## src/rtl/branch_pkg.sv

```systemverilog
// Shared types and constants for the branch direction predictor:
// 2-bit saturating counter encoding and its reset value.
package branch_pkg;

    typedef enum logic [1:0] {
        STRONG_UNTAKEN = 2'b00,
        WEAK_UNTAKEN   = 2'b01,
        WEAK_TAKEN     = 2'b10,
        STRONG_TAKEN   = 2'b11
    } cnt_state_e;

    localparam cnt_state_e CNT_RESET = WEAK_UNTAKEN;

    // Saturating step: never wraps 11 -> 00 or 00 -> 11.
    function automatic cnt_state_e cnt_step(input cnt_state_e cur, input logic taken);
        logic [1:0] raw;
        raw = cur;
        if (taken) begin
            if (cur != STRONG_TAKEN) begin
                raw = raw + 2'd1;
            end
        end else begin
            if (cur != STRONG_UNTAKEN) begin
                raw = raw - 2'd1;
            end
        end
        return cnt_state_e'(raw);
    endfunction

endpackage

```

## src/rtl/sat_counter_2b.sv

```systemverilog
// One 2-bit saturating direction counter with async active-high reset,
// update enable and direction (1 = taken) inputs.
module sat_counter_2b
    import branch_pkg::*;
(
    input  logic       clk,
    input  logic       reset,
    input  logic       en,
    input  logic       taken,
    output logic [1:0] cnt
);

    cnt_state_e cnt_q;
    cnt_state_e cnt_d;

    always_comb begin
        cnt_d = cnt_q;
        if (en) begin
            cnt_d = cnt_step(cnt_q, taken);
        end
    end

    // NOTE: sequential state uses non-blocking assignments only; the
    // combinational next-state above assigns its default first so no latch forms.
    always_ff @(posedge clk or posedge reset) begin
        if (reset) begin
            cnt_q <= CNT_RESET;
        end else begin
            cnt_q <= cnt_d;
        end
    end

    assign cnt = cnt_q;

endmodule

```

## src/rtl/branch_predictor.sv

```systemverilog
// Direct-mapped table of 2-bit saturating counters: combinational read in
// Fetch, one-entry update from Execute. Define GSHARE_EN to XOR a global
// history register into both indexes (gshare); otherwise bimodal.
module branch_predictor
    import branch_pkg::*;
#(
    parameter int INDEX_WIDTH = 6
) (
    input  logic        clk,
    input  logic        reset,
    input  logic [31:0] PCF,
    input  logic [31:0] PCE,
    input  logic        BranchE,
    input  logic        StallE,
    input  logic        PCSrcResE,
    output logic        PCSrcPredF
);

    localparam int DEPTH = 1 << INDEX_WIDTH;

    logic [INDEX_WIDTH-1:0] rd_idx;
    logic [INDEX_WIDTH-1:0] upd_idx;
    logic                   upd_en;
    logic [DEPTH-1:0]       upd_sel;
    logic [1:0]             cnt_tbl [DEPTH];

    // A stalled branch trains only once, on the cycle its stall releases.
    assign upd_en = BranchE && !StallE;

`ifdef GSHARE_EN
    logic [INDEX_WIDTH-1:0] ghr_q;
    logic [INDEX_WIDTH-1:0] ghr_d;

    always_comb begin
        ghr_d = ghr_q;
        if (upd_en) begin
            ghr_d = {ghr_q[INDEX_WIDTH-2:0], PCSrcResE};
        end
    end

    always_ff @(posedge clk or posedge reset) begin
        if (reset) begin
            ghr_q <= '0;
        end else begin
            ghr_q <= ghr_d;
        end
    end

    // Both sides hash with the pre-shift history; no per-branch snapshot.
    assign rd_idx  = PCF[INDEX_WIDTH+1:2] ^ ghr_q;
    assign upd_idx = PCE[INDEX_WIDTH+1:2] ^ ghr_q;
`else
    assign rd_idx  = PCF[INDEX_WIDTH+1:2];
    assign upd_idx = PCE[INDEX_WIDTH+1:2];
`endif

    always_comb begin
        upd_sel          = '0;
        upd_sel[upd_idx] = upd_en;
    end

    // Every entry is a resettable flop pair so reset can clear all history at once.
    for (genvar i = 0; i < DEPTH; i++) begin : g_cnt
        sat_counter_2b u_cnt (
            .clk   (clk),
            .reset (reset),
            .en    (upd_sel[i]),
            .taken (PCSrcResE),
            .cnt   (cnt_tbl[i])
        );
    end

    assign PCSrcPredF = cnt_tbl[rd_idx][1];

    // Upper PC bits alias by design and the byte offset never selects an entry.
    logic unused_pc_bits;
    assign unused_pc_bits = ^{PCF[31:INDEX_WIDTH+2], PCF[1:0],
                              PCE[31:INDEX_WIDTH+2], PCE[1:0]};

endmodule

```

## config.mk

```make
export PLATFORM = sky130hd
export DESIGN_NAME = branch_predictor
export DESIGN_NICKNAME = d
export VERILOG_FILES = /design/src/rtl/branch_pkg.sv /design/src/rtl/sat_counter_2b.sv /design/src/rtl/branch_predictor.sv
export SDC_FILE = /design/constraint.sdc
export NUM_CORES = 1
export LEC_CHECK = 0
export BUFFER_PORTS_ARGS = -buffer_cell sky130_fd_sc_hd__clkbuf_2
export CAP_MARGIN = 20
export CORE_MARGIN = 5
export CORE_UTILIZATION = 60
export DETAILED_ROUTE_END_ITERATION = 8
export PLACE_DENSITY = 0.89
export SLEW_MARGIN = 15
export SYNTH_ARGS = -nofsm -noshare
export SYNTH_HDL_FRONTEND = slang
export SYNTH_SLANG_ARGS = --single-unit
```

## constraint.sdc

```tcl
create_clock -name clk -period 4.05 [get_ports clk]
set_input_delay 0 -clock clk [delete_from_list [all_inputs] [get_ports clk]]
set_output_delay 0 -clock clk [all_outputs]
set_load 0.005 [all_outputs]
```

==> impl_metrics.ini <==
[setup_path]
startpoint_class_of_the_critical_path = flip-flop
crit-reg2reg-launch = g_cnt[15].u_cnt.cnt[0]
critPathLaunch = g_cnt[19].u_cnt.cnt[1]
worstSetupPathType = reg -> out
critical_path_required_ns = 4.05
worstPathArrival_ns = 2.50
timing.critical_path.to_type = output port
timing.rr.end = g_cnt[15].u_cnt.cnt[0]
timing.critical_path.fanout_max = 5
reg2reg_setup_slack_ns = 2.71
r2r_cells = 3

[global_route]
grt_antenna_before_repair = 0
via_count_of_the_first_global_routing_pass = 6589
grt_start_max_net_pins = 83
globalRoute.totalOverflow = 0
wire_length_of_the_first_global_routing_pass_mm = 32.8
global_route.usage.total_pct = 28.0

[clock_network]
cts_buffers = 17
post-cts-setup-buffer-count = 0
later_pin_clock_latency_in_the_skew_report_ns = 0.43
h-tree-depth = 4
tritoncts_clock_tree = yes
cts.sink_count = 128
clk_pin_slew_ns = 0.06
cts.repair.resized = 0
ctsHoldBuffers = 1
cts-root-to-sink-buffers = 2
root_buffer = sky130_fd_sc_hd__clkbuf_16

[power]
power.share.combinational_pct = 9.2
power.switching_fraction_pct = 24.6
total_power_mw = 3.14
peakVddDrop_mv = 0.287
p_sw_mw = 0.773
power_leakage_nw = 2.95
pwr-share-seq_pct = 43.6
clockPowerShare_pct = 47.2
cellPowerDensity_nw_per_um2 = 379
cell_internal_pwr_mw = 2.36

[synth]
synth_top_cells_by_area = sky130_fd_sc_hd__dfstp_2 22%, sky130_fd_sc_hd__dfrtp_1 21%, sky130_fd_sc_hd__o21ai_0 7.0%, sky130_fd_sc_hd__a21oi_1 6.4%, sky130_fd_sc_hd__mux4_2 4.2%
count_of_synthesis_stage_warnings_from_yosys = 0
synth_top_flop_cell = sky130_fd_sc_hd__dfstp_2
postSynth.asyncResetShare_pct = 100
synth.yosys.seq_area_share_pct = 43.5
syn-num-nets = 918
synth_cells = 849
netlist-cell-type-count = 47
post_synth.cell_area_avg_um2 = 8.90
synthDominantAreaCellType = sky130_fd_sc_hd__dfstp_2
synth-edff-count = 0
synth_top_cell_area_share_pct = 22.3
synth-seq-cells = 128
synth_area_um2 = 7550

[cells_and_area]
synthToLayoutAreaGrowth_pct = 9.46
layout.nets = 897
largest_register_ff_count = 128
diodes = 0
layout-drive-gt1-share_pct = 19.1
final_core_utilization_pct = 66.3

[timing]
final-setup-viol-count = 0
rsz_0062_raised_after_global_routing = no
final_critical_path_time_including_i_o_delays_and_setup_ns = 2.50
final-max-slew-violation-count = 0
setup_tns_ns = 0
report.final.hold_viol_count = 0
maxClockFrequency_ghz = 0.401
post_route_skew_ns = 0.00693
tightest_slew_ns = 0.998
timing.slew.headroom_pct = 33.5
period_share_pct = 61.6

[detailed_routing]
drt_drc_violations_left = 0
dr.pass1.iters = 5
final_antenna_net_count = 0
drt-wirelength-per-cell_um = 19.6
routed_wirelength_mm = 19.9
detailroute.via_count = 6880
iteration_0_drc_markers = 998
detail_route.vias_per_cell = 6.79

[hold_path]
timing.hold.worst_endpoint = g_cnt[6].u_cnt.cnt[0]
holdPathStages = 3
hold_path.class = in -> reg
hp_start = PCSrcResE

[placement]
detailed_place_hpwl_mm = 11.5
gp_routability_congestion = 0.861
port-buffer-count = 17

[floorplanning]
placeableCoreArea_um2 = 12500
io-pin-count = 70
start_util_pct = 60.6
floorplan.rows = 41
fp.dieH_um = 122
design.die.area_um2 = 14900
die_x_um = 122

[run]
maxCapViolCount = 0

[outcome]
outcome = finished clean
==> critical path, cell delays in order, from the launching register on <==
cell and delay, ns:
sky130_fd_sc_hd__dfrtp_1 0.42, sky130_fd_sc_hd__mux4_1 0.54, sky130_fd_sc_hd__mux4_2 0.52, sky130_fd_sc_hd__or2_0 0.23, sky130_fd_sc_hd__a32o_1 0.24, sky130_fd_sc_hd__clkbuf_2 0.12
==> worst max path at each step <==
stage | endpoint | slack [ns] | depth (start not counted)
2_1_floorplan | g_cnt[0].u_cnt.cnt[1] | 0.74 | 1
3_3_place_gp | PCSrcPredF | 1.90 | 6
3_5_place_dp | PCSrcPredF | 1.87 | 6
4_1_cts | PCSrcPredF | 1.55 | 5
5_1_grt | PCSrcPredF | 1.52 | 5
6_report | PCSrcPredF | 1.55 | 5
==> per-stage QoR <==
step,area (µm²),hold WS [ns],worst slack (ns),cells
after global routing,8270,0.129,1.52,1013
after detailed placement,7690,0.277,1.87,980
after floorplan,7550,0.146,0.743,849
final,8270,0.0919,1.55,1013
after CTS,8270,0.0662,1.55,1013
after global placement,7690,0.270,1.90,980
==> synth_stat cells (2+ instances only) <==
| library cell | count |
|---|---|
| sky130_fd_sc_hd__mux4_2 | 14 |
| sky130_fd_sc_hd__nor4_1 | 9 |
| sky130_fd_sc_hd__nor2_1 | 53 |
| sky130_fd_sc_hd__inv_1 | 32 |
| sky130_fd_sc_hd__buf_1 | 6 |
| sky130_fd_sc_hd__a21oi_1 | 97 |
| sky130_fd_sc_hd__or4_1 | 6 |
| sky130_fd_sc_hd__mux2i_1 | 21 |
| sky130_fd_sc_hd__and2_1 | 6 |
| sky130_fd_sc_hd__o21ai_1 | 20 |
| sky130_fd_sc_hd__nand4_1 | 18 |
| sky130_fd_sc_hd__nor3b_2 | 4 |
| sky130_fd_sc_hd__o41ai_1 | 19 |
| sky130_fd_sc_hd__buf_2 | 6 |
| sky130_fd_sc_hd__dfstp_2 | 64 |
| sky130_fd_sc_hd__a22oi_1 | 2 |
| sky130_fd_sc_hd__nand3b_1 | 5 |
| sky130_fd_sc_hd__dfrtp_1 | 64 |
| sky130_fd_sc_hd__a221o_1 | 10 |
| sky130_fd_sc_hd__mux4_1 | 3 |
| sky130_fd_sc_hd__nor3b_1 | 7 |
| sky130_fd_sc_hd__a211oi_1 | 7 |
| sky130_fd_sc_hd__or3b_1 | 4 |
| sky130_fd_sc_hd__clkbuf_1 | 59 |
| sky130_fd_sc_hd__and3b_1 | 4 |
| sky130_fd_sc_hd__nand2_1 | 33 |
| sky130_fd_sc_hd__o221a_2 | 9 |
| sky130_fd_sc_hd__o22ai_1 | 2 |
| sky130_fd_sc_hd__or2_2 | 9 |
| sky130_fd_sc_hd__o21ai_0 | 105 |
| sky130_fd_sc_hd__nor2b_1 | 5 |
| sky130_fd_sc_hd__nand2b_1 | 2 |
| sky130_fd_sc_hd__nand3_1 | 57 |
| sky130_fd_sc_hd__a31oi_1 | 4 |
| sky130_fd_sc_hd__o211ai_1 | 3 |
| sky130_fd_sc_hd__a41oi_1 | 17 |
| sky130_fd_sc_hd__nor3_1 | 53 |
==> layout make-up <==
type	instances	area, µm²
fillers	960	4200
well taps	172	215
repair buffers	32	203
inverters	32	123
multi-input cells	617	3870
clock inverters	5	50.0
clock buffers	27	523
flip-flops and latches	128	3280
==> power by group through the flow <==
stage          clock (mW)  sequential (mW)  combinational [mW]
2_1_floorplan           0             1.38               0.201
3_3_place_gp            0             1.39               0.273
3_5_place_dp            0             1.39               0.280
4_1_cts              1.50             1.37               0.282
5_1_grt              1.55             1.37               0.310
6_report             1.48             1.37               0.287
==> layout by cell type, fill, tap and decap left out, types with 10 or more instances in the layout <==
| cell type | count |
|---|---|
| sky130_fd_sc_hd__clkbuf_2 | 16 |
| sky130_fd_sc_hd__nor3_1 | 53 |
| sky130_fd_sc_hd__nand2_1 | 33 |
| sky130_fd_sc_hd__nand3_1 | 57 |
| sky130_fd_sc_hd__dfrtp_1 | 64 |
| sky130_fd_sc_hd__nand4_1 | 18 |
| sky130_fd_sc_hd__inv_1 | 31 |
| sky130_fd_sc_hd__mux4_2 | 14 |
| sky130_fd_sc_hd__o21ai_1 | 20 |
| sky130_fd_sc_hd__dfstp_2 | 64 |
| sky130_fd_sc_hd__a21oi_1 | 97 |
| sky130_fd_sc_hd__a41oi_1 | 17 |
| sky130_fd_sc_hd__o21ai_0 | 105 |
| sky130_fd_sc_hd__clkbuf_16 | 17 |
| sky130_fd_sc_hd__nor2_1 | 53 |
| sky130_fd_sc_hd__mux2i_1 | 21 |
| sky130_fd_sc_hd__a221o_1 | 10 |
| sky130_fd_sc_hd__o41ai_1 | 19 |
| sky130_fd_sc_hd__buf_4 | 15 |
==> layer usage <==
| metal | vias up | track usage (%) | share of wire [%] |
|---|---|---|---|
| li1 | 3172 | - | - |
| met4 | 0 | 15.4 | 4.3 |
| met1 | 3228 | 36.3 | 40 |
| met3 | 79 | 8.34 | 9.9 |
| met5 | - | 0 | 0 |
| met2 | 401 | 42.4 | 45 |
==> logic make-up (layout without fill, tap and decap cells) <==
logic type,count (synthesis),in the layout,share of synthesized area (%)
AO/OA/AOI/OAI,301,301,23.9
AND/OR/NAND/NOR,278,278,19.2
flip-flops,128,128,43.5
buffers and inverters,104,96,5.37
multiplexers,38,38,8.00
Note: power is estimated with default switching activity, not from simulation.
